--- src/rtl/itlb_refill_ctrl_if.sv ---
// Miss, page-table-walk, PLRU, array-write and flush signals of the ITLB refill controller.
// The slave modport is the controller; the master modport is the surrounding fetch/PTW/PLRU logic.
interface itlb_refill_ctrl_if #(
  parameter int TLB_ENTRY_SIZE = 32,
  parameter int VPN_W          = 27,
  parameter int PTE_W          = 64
);
  logic                      miss_vld_i;
  logic [VPN_W-1:0]          miss_vpn_i;
  logic                      miss_rdy_o;
  logic                      ptw_req_vld_o;
  logic [VPN_W-1:0]          ptw_req_vpn_o;
  logic                      ptw_req_rdy_i;
  logic                      ptw_resp_vld_i;
  logic [PTE_W-1:0]          ptw_resp_pte_i;
  logic [1:0]                ptw_resp_level_i;
  logic                      ptw_resp_fault_i;
  logic                      plru_refill_rq_o;
  logic                      plru_refill_vld_o;
  logic [TLB_ENTRY_SIZE-1:0] plru_refill_onehot_i;
  logic [TLB_ENTRY_SIZE-1:0] entry_valid_o;
  logic                      wr_en_o;
  logic [TLB_ENTRY_SIZE-1:0] wr_onehot_o;
  logic [VPN_W-1:0]          wr_vpn_o;
  logic [PTE_W-1:0]          wr_pte_o;
  logic [1:0]                wr_level_o;
  logic                      flush_i;
  logic                      fault_vld_o;
  logic [VPN_W-1:0]          fault_vpn_o;
  logic                      busy_o;

  modport slave (
    input  miss_vld_i, miss_vpn_i, ptw_req_rdy_i, ptw_resp_vld_i, ptw_resp_pte_i,
           ptw_resp_level_i, ptw_resp_fault_i, plru_refill_onehot_i, flush_i,
    output miss_rdy_o, ptw_req_vld_o, ptw_req_vpn_o, plru_refill_rq_o, plru_refill_vld_o,
           entry_valid_o, wr_en_o, wr_onehot_o, wr_vpn_o, wr_pte_o, wr_level_o,
           fault_vld_o, fault_vpn_o, busy_o
  );

  modport master (
    output miss_vld_i, miss_vpn_i, ptw_req_rdy_i, ptw_resp_vld_i, ptw_resp_pte_i,
           ptw_resp_level_i, ptw_resp_fault_i, plru_refill_onehot_i, flush_i,
    input  miss_rdy_o, ptw_req_vld_o, ptw_req_vpn_o, plru_refill_rq_o, plru_refill_vld_o,
           entry_valid_o, wr_en_o, wr_onehot_o, wr_vpn_o, wr_pte_o, wr_level_o,
           fault_vld_o, fault_vpn_o, busy_o
  );
endinterface

--- src/rtl/itlb_refill_ctrl.sv ---
// ITLB refill controller: one miss in flight, PTW request, PLRU victim pick, array write, flush.
// Write lands 2 cycles after the PTW response (fault report 1 cycle); misses accepted only in IDLE.
module itlb_refill_ctrl #(
  parameter int TLB_ENTRY_SIZE = 32,
  parameter int VPN_W          = 27,
  parameter int PTE_W          = 64
) (
  input logic               clk_i,
  input logic               rstn_i,
  itlb_refill_ctrl_if.slave bus
);
  typedef enum logic [2:0] {IDLE, PTW_REQ, PTW_WAIT, SLOT, WRITE, FAULT} state_e;

  state_e                    state_q;
  logic                      drop_q;
  logic [VPN_W-1:0]          vpn_q;
  logic [PTE_W-1:0]          pte_q;
  logic [1:0]                level_q;
  logic [TLB_ENTRY_SIZE-1:0] entry_valid_q, entry_valid_d;
  logic                      miss_rdy_q, busy_q, ptw_req_vld_q;
  logic                      plru_refill_rq_q, plru_refill_vld_q, wr_en_q, fault_vld_q;

  // Flush wins over a same-cycle WRITE set.
  always_comb begin
    entry_valid_d = entry_valid_q;
    if (state_q == WRITE) entry_valid_d = entry_valid_q | bus.plru_refill_onehot_i;
    if (bus.flush_i) entry_valid_d = '0;
  end

  always_ff @(posedge clk_i or negedge rstn_i) begin
    if (!rstn_i) begin
      state_q           <= IDLE;
      drop_q            <= 1'b0;
      vpn_q             <= '0;
      pte_q             <= '0;
      level_q           <= '0;
      entry_valid_q     <= '0;
      miss_rdy_q        <= 1'b1;
      busy_q            <= 1'b0;
      ptw_req_vld_q     <= 1'b0;
      plru_refill_rq_q  <= 1'b0;
      plru_refill_vld_q <= 1'b0;
      wr_en_q           <= 1'b0;
      fault_vld_q       <= 1'b0;
    end else begin
      entry_valid_q     <= entry_valid_d;
      plru_refill_rq_q  <= 1'b0;
      plru_refill_vld_q <= 1'b0;
      wr_en_q           <= 1'b0;
      fault_vld_q       <= 1'b0;
      case (state_q)
        IDLE: begin
          if (bus.miss_vld_i) begin
            vpn_q         <= bus.miss_vpn_i;
            state_q       <= PTW_REQ;
            ptw_req_vld_q <= 1'b1;
            miss_rdy_q    <= 1'b0;
            busy_q        <= 1'b1;
          end
        end
        PTW_REQ: begin
          if (bus.flush_i) drop_q <= 1'b1;
          if (bus.ptw_req_rdy_i) begin
            ptw_req_vld_q <= 1'b0;
            state_q       <= PTW_WAIT;
          end
        end
        PTW_WAIT: begin
          if (bus.flush_i) drop_q <= 1'b1;
          if (bus.ptw_resp_vld_i) begin
            // A flushed walk is consumed silently, whatever its outcome.
            if (drop_q || bus.flush_i) begin
              state_q    <= IDLE;
              drop_q     <= 1'b0;
              miss_rdy_q <= 1'b1;
              busy_q     <= 1'b0;
            end else if (bus.ptw_resp_fault_i) begin
              state_q     <= FAULT;
              fault_vld_q <= 1'b1;
            end else begin
              pte_q            <= bus.ptw_resp_pte_i;
              level_q          <= bus.ptw_resp_level_i;
              state_q          <= SLOT;
              plru_refill_rq_q <= 1'b1;
            end
          end
        end
        SLOT: begin
          if (bus.flush_i) begin
            state_q    <= IDLE;
            drop_q     <= 1'b0;
            miss_rdy_q <= 1'b1;
            busy_q     <= 1'b0;
          end else begin
            state_q           <= WRITE;
            wr_en_q           <= 1'b1;
            plru_refill_vld_q <= 1'b1;
          end
        end
        WRITE, FAULT: begin
          state_q    <= IDLE;
          drop_q     <= 1'b0;
          miss_rdy_q <= 1'b1;
          busy_q     <= 1'b0;
        end
        default: begin
          state_q    <= IDLE;
          drop_q     <= 1'b0;
          miss_rdy_q <= 1'b1;
          busy_q     <= 1'b0;
        end
      endcase
    end
  end

  assign bus.miss_rdy_o        = miss_rdy_q;
  assign bus.busy_o            = busy_q;
  assign bus.ptw_req_vld_o     = ptw_req_vld_q;
  assign bus.ptw_req_vpn_o     = vpn_q;
  assign bus.plru_refill_rq_o  = plru_refill_rq_q;
  assign bus.plru_refill_vld_o = plru_refill_vld_q;
  assign bus.entry_valid_o     = entry_valid_q;
  assign bus.wr_en_o           = wr_en_q;
  // The PLRU presents its registered victim during WRITE; pass it straight to the array.
  assign bus.wr_onehot_o       = wr_en_q ? bus.plru_refill_onehot_i : '0;
  assign bus.wr_vpn_o          = vpn_q;
  assign bus.wr_pte_o          = pte_q;
  assign bus.wr_level_o        = level_q;
  assign bus.fault_vld_o       = fault_vld_q;
  assign bus.fault_vpn_o       = vpn_q;
endmodule
--- src/flat_wrapper.sv ---
// flat-port wrapper written by rule: the top's interface ports become plain ports
module itlb_refill_ctrl_flat 
#(
  parameter int TLB_ENTRY_SIZE = 32,
  parameter int VPN_W          = 27,
  parameter int PTE_W          = 64
)
  (clk_i, rstn_i, bus_miss_vld_i, bus_miss_vpn_i, bus_ptw_req_rdy_i, bus_ptw_resp_vld_i, bus_ptw_resp_pte_i, bus_ptw_resp_level_i, bus_ptw_resp_fault_i, bus_plru_refill_onehot_i, bus_flush_i, bus_miss_rdy_o, bus_ptw_req_vld_o, bus_ptw_req_vpn_o, bus_plru_refill_rq_o, bus_plru_refill_vld_o, bus_entry_valid_o, bus_wr_en_o, bus_wr_onehot_o, bus_wr_vpn_o, bus_wr_pte_o, bus_wr_level_o, bus_fault_vld_o, bus_fault_vpn_o, bus_busy_o);
  itlb_refill_ctrl_if #(.TLB_ENTRY_SIZE(TLB_ENTRY_SIZE), .VPN_W(VPN_W), .PTE_W(PTE_W)) bus_i ();
  input logic clk_i;
  input logic rstn_i;
  input wire logic [$bits(bus_i.miss_vld_i)-1:0] bus_miss_vld_i;
  input wire logic [$bits(bus_i.miss_vpn_i)-1:0] bus_miss_vpn_i;
  input wire logic [$bits(bus_i.ptw_req_rdy_i)-1:0] bus_ptw_req_rdy_i;
  input wire logic [$bits(bus_i.ptw_resp_vld_i)-1:0] bus_ptw_resp_vld_i;
  input wire logic [$bits(bus_i.ptw_resp_pte_i)-1:0] bus_ptw_resp_pte_i;
  input wire logic [$bits(bus_i.ptw_resp_level_i)-1:0] bus_ptw_resp_level_i;
  input wire logic [$bits(bus_i.ptw_resp_fault_i)-1:0] bus_ptw_resp_fault_i;
  input wire logic [$bits(bus_i.plru_refill_onehot_i)-1:0] bus_plru_refill_onehot_i;
  input wire logic [$bits(bus_i.flush_i)-1:0] bus_flush_i;
  output wire logic [$bits(bus_i.miss_rdy_o)-1:0] bus_miss_rdy_o;
  output wire logic [$bits(bus_i.ptw_req_vld_o)-1:0] bus_ptw_req_vld_o;
  output wire logic [$bits(bus_i.ptw_req_vpn_o)-1:0] bus_ptw_req_vpn_o;
  output wire logic [$bits(bus_i.plru_refill_rq_o)-1:0] bus_plru_refill_rq_o;
  output wire logic [$bits(bus_i.plru_refill_vld_o)-1:0] bus_plru_refill_vld_o;
  output wire logic [$bits(bus_i.entry_valid_o)-1:0] bus_entry_valid_o;
  output wire logic [$bits(bus_i.wr_en_o)-1:0] bus_wr_en_o;
  output wire logic [$bits(bus_i.wr_onehot_o)-1:0] bus_wr_onehot_o;
  output wire logic [$bits(bus_i.wr_vpn_o)-1:0] bus_wr_vpn_o;
  output wire logic [$bits(bus_i.wr_pte_o)-1:0] bus_wr_pte_o;
  output wire logic [$bits(bus_i.wr_level_o)-1:0] bus_wr_level_o;
  output wire logic [$bits(bus_i.fault_vld_o)-1:0] bus_fault_vld_o;
  output wire logic [$bits(bus_i.fault_vpn_o)-1:0] bus_fault_vpn_o;
  output wire logic [$bits(bus_i.busy_o)-1:0] bus_busy_o;
  assign bus_i.miss_vld_i = bus_miss_vld_i;
  assign bus_i.miss_vpn_i = bus_miss_vpn_i;
  assign bus_i.ptw_req_rdy_i = bus_ptw_req_rdy_i;
  assign bus_i.ptw_resp_vld_i = bus_ptw_resp_vld_i;
  assign bus_i.ptw_resp_pte_i = bus_ptw_resp_pte_i;
  assign bus_i.ptw_resp_level_i = bus_ptw_resp_level_i;
  assign bus_i.ptw_resp_fault_i = bus_ptw_resp_fault_i;
  assign bus_i.plru_refill_onehot_i = bus_plru_refill_onehot_i;
  assign bus_i.flush_i = bus_flush_i;
  assign bus_miss_rdy_o = bus_i.miss_rdy_o;
  assign bus_ptw_req_vld_o = bus_i.ptw_req_vld_o;
  assign bus_ptw_req_vpn_o = bus_i.ptw_req_vpn_o;
  assign bus_plru_refill_rq_o = bus_i.plru_refill_rq_o;
  assign bus_plru_refill_vld_o = bus_i.plru_refill_vld_o;
  assign bus_entry_valid_o = bus_i.entry_valid_o;
  assign bus_wr_en_o = bus_i.wr_en_o;
  assign bus_wr_onehot_o = bus_i.wr_onehot_o;
  assign bus_wr_vpn_o = bus_i.wr_vpn_o;
  assign bus_wr_pte_o = bus_i.wr_pte_o;
  assign bus_wr_level_o = bus_i.wr_level_o;
  assign bus_fault_vld_o = bus_i.fault_vld_o;
  assign bus_fault_vpn_o = bus_i.fault_vpn_o;
  assign bus_busy_o = bus_i.busy_o;
  itlb_refill_ctrl #(.TLB_ENTRY_SIZE(TLB_ENTRY_SIZE), .VPN_W(VPN_W), .PTE_W(PTE_W)) u_core (.clk_i(clk_i), .rstn_i(rstn_i), .bus(bus_i));
endmodule
--- config.mk ---
export PLATFORM = sky130hd
export DESIGN_NAME = itlb_refill_ctrl_flat
export DESIGN_NICKNAME = d
export VERILOG_FILES = /design/src/rtl/itlb_refill_ctrl_if.sv /design/src/rtl/itlb_refill_ctrl.sv /design/src/flat_wrapper.sv
export SDC_FILE = /design/constraint.sdc
export NUM_CORES = 1
export LEC_CHECK = 0
export CELL_PAD_IN_SITES_DETAIL_PLACEMENT = 1
export CELL_PAD_IN_SITES_GLOBAL_PLACEMENT = 1
export CORE_UTILIZATION = 25
export CTS_CLUSTER_DIAMETER = 30
export DETAILED_ROUTE_END_ITERATION = 12
export GPL_TIMING_DRIVEN = 0
export PLACE_DENSITY = 0.72
export SLEW_MARGIN = 40
export SYNTH_ARGS = -nofsm -noshare
export SYNTH_HDL_FRONTEND = slang
export SYNTH_SLANG_ARGS = --single-unit
export TNS_END_PERCENT = 30
--- constraint.sdc ---
create_clock -name clk_i -period 1.7 [get_ports clk_i]
set_input_delay 0.17 -clock clk_i [delete_from_list [all_inputs] [get_ports clk_i]]
set_output_delay 0.17 -clock clk_i [all_outputs]
set_load 0.02 [all_outputs]
==> flow_summary.toml, run 1 <==
[route]
wl_per_cell_um = 16.8
drc_errors = 0
vias = 4655
dr.pass1.iters = 4
dr.first_iter.drc_count = 80
wirelength_um = 18600
routed_via_density = 4.19
drt.antenna.violating_nets = 0

[run]
timing.max_cap.violations = 0

[clock_tree]
clock_sinks = 135
cts_buffer_depth = 2
cts_buffers = 17
cts-root-buf = "clkbuf_16"
cts_tree = "done"
clk_pin_slew_ns = 0.06
worstSkewPairLatency_ns = 0.41
htree_num_levels = 4

[worst_setup_path]
crit_family = "buffers and inverters"
required_ns = 1.53
critPathSlowestCell = "clkdlybuf4s50_1"
worst-path-max-fanout = 4
cp_cell_sequence = "clkdlybuf4s50_1"
startpoint_type = "register"
critPathMaxStageDelay_ns = 0.66
cp-end-kind = "output pin"
r2r_slack_ns = 0.06
worstSetupPathType = "register to output pin"
arrival_ns = 1.48
critical_path_buf_inv_count = 1

[timing]
finalCritPeriodShare = 0.969
fin_crit_ns = 1.65
maxSlewViolCount = 0
slew_headroom = 0.644
setup_ws_ns = 0.0532
tightestPinTransition_ns = 0.534
finalHoldViolCount = 0
skew_ns = 0.0131
max_freq_ghz = 0.607
rsz0062_at_grt = "yes"
setup_violations = 0
hold_ws_ns = 0.0894

[yosys]
async_flop_share = 1.00
netlist_area_um2 = 5810
ys_ff_latch = 135
synthMostInstantiatedCell = "dfrtp_1"
avgSynthCellArea_um2 = 13.2
synth_top_flop_cell = "dfrtp_1"
synth_top_area_share = 0.577
yosysSeqAreaShare = 0.582
synthCells = 440
yosys-top-cells-count = "134 x dfrtp_1, 59 x mux2_2, 55 x buf_4"
synth.distinct_cells = 34
synth_top_area_cell = "dfrtp_1"
yosys_warnings = 0
synth_fp_nets = 572
synthTopCellsByArea = "dfrtp_1 58%, mux2_2 11%, mux2_4 7.5%"
synth-edff-count = 0

[global_routing]
grtUsageMet3 = 0.0586
grt-ovfl-total = 0
gr-usage-met2 = 0.270
grtUsageTotal = 0.158
grt.busiest_layer = "met2"
grt_pass1_wl_um = 29000
grt_max_degree = 70
antenna_found_initial = 0
grt_pass1_vias = 5014
gr-usage-met1 = 0.182

[floorplanning]
start_util = 0.256
io-pin-count = 350
die_h_um = 154
rows = 55
die_area_um2 = 23900
die_w_um = 154
core_area_um2 = 22700

[final_layout]
drive_gt1_frac = 0.357
fin_nets = 945
num_antenna_cells = 0
stdcell_area_um2 = 10200
area_delta_synth_final_pct = 74.7
fill_cells = 2413

[place]
pre_cts_slack_ns = -0.353
dpl-instance-area_um2 = 9680
numPortBuffers = 348
gp_congestion = 0.717
dp_hpwl_um = 14200

[min_path]
hold_class = "primary input to register"

[power]
vdd_drop_max_uv = 578
power_per_cell_area_nw_per_um2 = 1690
p_total_mw = 17.1
p_leak_nw = 4.82

[run_status]
status = "finished, final reports clean"
## cells in the final DEF, fill, tap and decap left out, drive strengths merged, types with 2 or more instances in the layout
cell and instances:
a31oi 2, nor3b 2, mux2 94, nand2 4, dlygate4sd2 4, o21ai 2
buf 144, clkdlybuf4s50 255, clkinv 5, dfrtp 134, a21oi 34, clkdlybuf4s15 5
nand3 2, and2 33, clkinvlp 2, nor2 36, dlymetal6s2s 3, inv 10
clkbuf 38
## cell families after synthesis
group | Yosys count | share of synthesized area
simple gates | 82 | 0.0741
buf+inv | 82 | 0.0973
mux | 95 | 0.203
compound gates | 46 | 0.0444
flops | 135 | 0.582
## power breakdown
| part | internal (mW) | leakage (nW) | switching, mW |
|---|---|---|---|
| clock network | 2.09 | 0.280 | 1.54 |
| registers | 4.22 | 1.79 | 0.792 |
| logic | 4.60 | 2.74 | 3.87 |
## layout make-up
type	count	area [um^2]	area share
Clock buffer	18	439	0.0433
Tap cell	285	357	0.0351
Multi-Input combinational cell	223	1900	0.188
Clock inverter	14	140	0.0138
Sequential cell	135	3380	0.333
Inverter	4	15.0	0.00148
Buffer	77	592	0.0583
Timing Repair Buffer	355	3320	0.327
## registers in the layout, indices dropped and copies added, names as in the netlist
name / cells
u_core.bus.busy_o: 1
u_core.bus.entry_valid_o: 32
u_core.bus.fault_vld_o: 1
u_core.bus.fault_vpn_o: 27
u_core.bus.miss_rdy_o: 1
u_core.bus.plru_refill_rq_o: 1
u_core.bus.plru_refill_vld_o: 1
u_core.bus.ptw_req_vld_o: 1
u_core.bus.wr_level_o: 2
u_core.bus.wr_pte_o: 64
u_core.drop_q: 1
u_core.state_q: 3
## through the flow
| step | std cells | util | TNS, ns |
|---|---|---|---|
| after CTS | 1112 | 0.450 | -0.154 |
| final | 1111 | 0.447 | 0 |
| after detailed placement | 1074 | 0.426 | -23.52 |
| after floorplan | 440 | - | 0 |
| after global placement | 1073 | 0.425 | -744.23 |
| after global routing | 1111 | 0.447 | -0.0952 |
## repair_timing
item | in CTS | in global routing
hold buffers | 1 | 0
gates resized for setup | 156 | 32
endpoints found under the hold margin | 65 | 0
buffers inserted | 5 | 0
pin swaps | 2 | 1
endpoints found under the setup margin | 200 | 93
## path summary, 6_finish.rpt
check                                                 startpoint                                        to  depth (start not counted)
max                        u_core.bus.fault_vpn_o[1]$_DFFE_PN0P_                        bus_fault_vpn_o[1]                          1
min reg2reg                    u_core.bus.miss_rdy_o$_DFFE_PN1P_         u_core.bus.miss_rdy_o$_DFFE_PN1P_                          2
min                                                  bus_flush_i   u_core.bus.entry_valid_o[0]$_DFFE_PN0P_                          2
max reg2reg                        u_core.state_q[2]$_DFFE_PN0P_       u_core.bus.wr_pte_o[28]$_DFFE_PN0P_                          6
max in group asynchronous                                 rstn_i  u_core.bus.entry_valid_o[25]$_DFFE_PN0P_                          3
min in group asynchronous                                 rstn_i        u_core.bus.wr_pte_o[2]$_DFFE_PN0P_                          2
## layer usage
metal  vias to the layer above  wire length, um
met4                         0              301
met1                      2272             7510
met2                       198             9260
met3                        16             1560
li1                       2169                -
met5                         -                0
(Power assumes the default switching activity.)
==> run 2, diff against run 1 <==
--- a/config.mk
+++ b/config.mk
@@ -5,12 +5,14 @@
 export SDC_FILE = /design/constraint.sdc
 export NUM_CORES = 1
 export LEC_CHECK = 0
+export CAP_MARGIN = 20
 export CELL_PAD_IN_SITES_DETAIL_PLACEMENT = 1
 export CELL_PAD_IN_SITES_GLOBAL_PLACEMENT = 1
 export CORE_UTILIZATION = 25
 export CTS_CLUSTER_DIAMETER = 30
 export DETAILED_ROUTE_END_ITERATION = 12
 export GPL_TIMING_DRIVEN = 0
+export HOLD_SLACK_MARGIN = 0.02
 export PLACE_DENSITY = 0.72
 export SLEW_MARGIN = 40
 export SYNTH_ARGS = -nofsm -noshare
==> results of run 2 <==
Same layout as run 1: the final DEF is identical, and so are final timing and power.
==> run 3, diff against run 2 <==
--- a/config.mk
+++ b/config.mk
@@ -14,7 +14,6 @@
 export GPL_TIMING_DRIVEN = 0
 export HOLD_SLACK_MARGIN = 0.02
 export PLACE_DENSITY = 0.72
-export SLEW_MARGIN = 40
 export SYNTH_ARGS = -nofsm -noshare
 export SYNTH_HDL_FRONTEND = slang
 export SYNTH_SLANG_ARGS = --single-unit
==> flow_summary.toml, run 3 (same netlist as run 1, synthesis figures left out) <==
[clock_tree]
htree_num_levels = 4
cts_buffers = 17
clock_sinks = 135
cts_tree = "done"
cts-root-buf = "clkbuf_16"
clk_pin_slew_ns = 0.07
cts_buffer_depth = 2
worstSkewPairLatency_ns = 0.42

[floorplanning]
die_w_um = 154
die_area_um2 = 23900
core_area_um2 = 22700
io-pin-count = 350
start_util = 0.256
die_h_um = 154
rows = 55

[worst_setup_path]
critical_path_buf_inv_count = 3
worstSetupPathType = "register to register"
required_ns = 2.01
worst-path-max-fanout = 9
cp-end-kind = "register"
critPathSlowestCell = "dfrtp_1"
critPathMaxStageDelay_ns = 0.37
arrival_ns = 1.97
crit_family = "buffers and inverters"
startpoint_type = "register"
cp_cell_sequence = "buf_6 -> nor3b_4 -> nand3_4 -> buf_12 -> clkbuf_16 -> mux2_4"

[timing]
hold_ws_ns = 0.0833
tightestPinTransition_ns = 0.683
finalCritPeriodShare = 0.981
setup_ws_ns = 0.0322
finalHoldViolCount = 0
rsz0062_at_grt = "yes"
max_freq_ghz = 0.600
fin_crit_ns = 1.67
skew_ns = 0.0172
maxSlewViolCount = 0
setup_tns_ns = 0
setup_violations = 0
slew_headroom = 0.545

[power]
clock_power_share = 0.212
p_int_mw = 10.9
p_sw_mw = 6.23
vdd_drop_max_uv = 606
swShare = 0.363
power_per_cell_area_nw_per_um2 = 1650
p_total_mw = 17.2
p_seq_frac = 0.293
combinationalPowerShare = 0.495
p_leak_nw = 4.87

[place]
gp_congestion = 0.717
numPortBuffers = 348
dpl-instance-area_um2 = 9680
dp_hpwl_um = 14400
pre_cts_slack_ns = -0.316

[global_routing]
grt_pass1_vias = 5065
grt-ovfl-total = 0
grtUsageTotal = 0.159
grt_pass1_wl_um = 29100
antenna_found_initial = 0
grt_max_degree = 71

[route]
vias = 4747
wirelength_um = 19000
wl_per_cell_um = 17.0
drc_errors = 0
dr.first_iter.drc_count = 86
drt.antenna.violating_nets = 0
dr.pass1.iters = 4
routed_via_density = 4.25

[run_status]
status = "finished, final reports clean"

[final_layout]
largest_register_ffs = 64
fin_nets = 950
area_delta_synth_final_pct = 78.4
fill_cells = 2407
stdcell_area_um2 = 10400
final_cell_mix = "253 x clkdlybuf4s50_1, 132 x dfrtp_1, 118 x buf_4"
final_common_cell = "clkdlybuf4s50_1"
num_antenna_cells = 0
drive_gt1_frac = 0.361

[min_path]
hold_class = "primary input to register"

[run]
timing.max_cap.violations = 0
## run 3: cell types whose count changed in the layout (fill, tap and decap cells not counted), moves of 3 or more
cell             delta
clkdlybuf4s15_2    +19
clkbuf_16           +3
buf_2               -7
buf_8               -4
clkbuf_2           -11
## run 3: cell type report
cell class	instances	area, um^2	area share
clock inverter	14	140	0.0135
timing repair buffer	359	3510	0.339
clock buffer	18	439	0.0424
multi-input combinational	223	1900	0.184
tap	285	357	0.0344
inverter	4	15.0	0.00145
sequential	135	3380	0.326
buffer	78	616	0.0594
## run 3: repair_timing
action,CTS,global route
endpoints found under the hold margin,68,0
setup buffers,3,3
hold buffers,1,0
setup endpoints to repair,203,75
gates cloned,0,3
resized for setup,163,23
pin swaps,4,1
## run 3: worst register-to-register path, stage by stage, from the launching register on
cell	delay, ns
dfrtp_1	0.37
buf_6	0.14
nor3b_4	0.25
nand3_4	0.15
buf_12	0.20
clkbuf_16	0.17
mux2_4	0.30
## run 3: worst paths after layout
kind	startpoint	to	slack, ns	cells after the start
max	u_core.state_q[2]$_DFFE_PN0P_	u_core.bus.wr_pte_o[17]$_DFFE_PN0P_	0.03	6
min	bus_flush_i	u_core.bus.entry_valid_o[0]$_DFFE_PN0P_	0.08	2
max reg2reg	u_core.state_q[2]$_DFFE_PN0P_	u_core.bus.wr_pte_o[17]$_DFFE_PN0P_	0.03	6
min reg2reg	u_core.bus.miss_rdy_o$_DFFE_PN1P_	u_core.bus.miss_rdy_o$_DFFE_PN1P_	0.47	2
max in group asynchronous	rstn_i	u_core.bus.entry_valid_o[24]$_DFFE_PN0P_	0.57	3
min in group asynchronous	rstn_i	u_core.bus.wr_pte_o[8]$_DFFE_PN0P_	0.33	2
## run 3: stage by stage
stage / util / std cells
after CTS: 0.452 / 1110
after detailed placement: 0.426 / 1074
after global routing: 0.456 / 1116
after global placement: 0.425 / 1073
after floorplan: - / 440
final: 0.456 / 1116
## run 3: power groups by stage
stage	combinational, mW	sequential (mW)	clock [mW]
global placement	8.66	5.01	0
CTS	8.59	5.05	3.75
finish	8.49	5.03	3.64
detailed placement	8.77	5.07	0
floorplan	3.41	6.08	0
global route	8.94	5.20	3.88
## run 3: routing by layer
| layer | track usage | vias up | wire length [um] |
|---|---|---|---|
| li1 | - | 2187 | - |
| met1 | 0.178 | 2326 | 7450 |
| met2 | 0.273 | 208 | 9510 |
| met3 | 0.0656 | 26 | 1620 |
| met4 | 0.0542 | 0 | 415 |
| met5 | 0 | - | 0 |
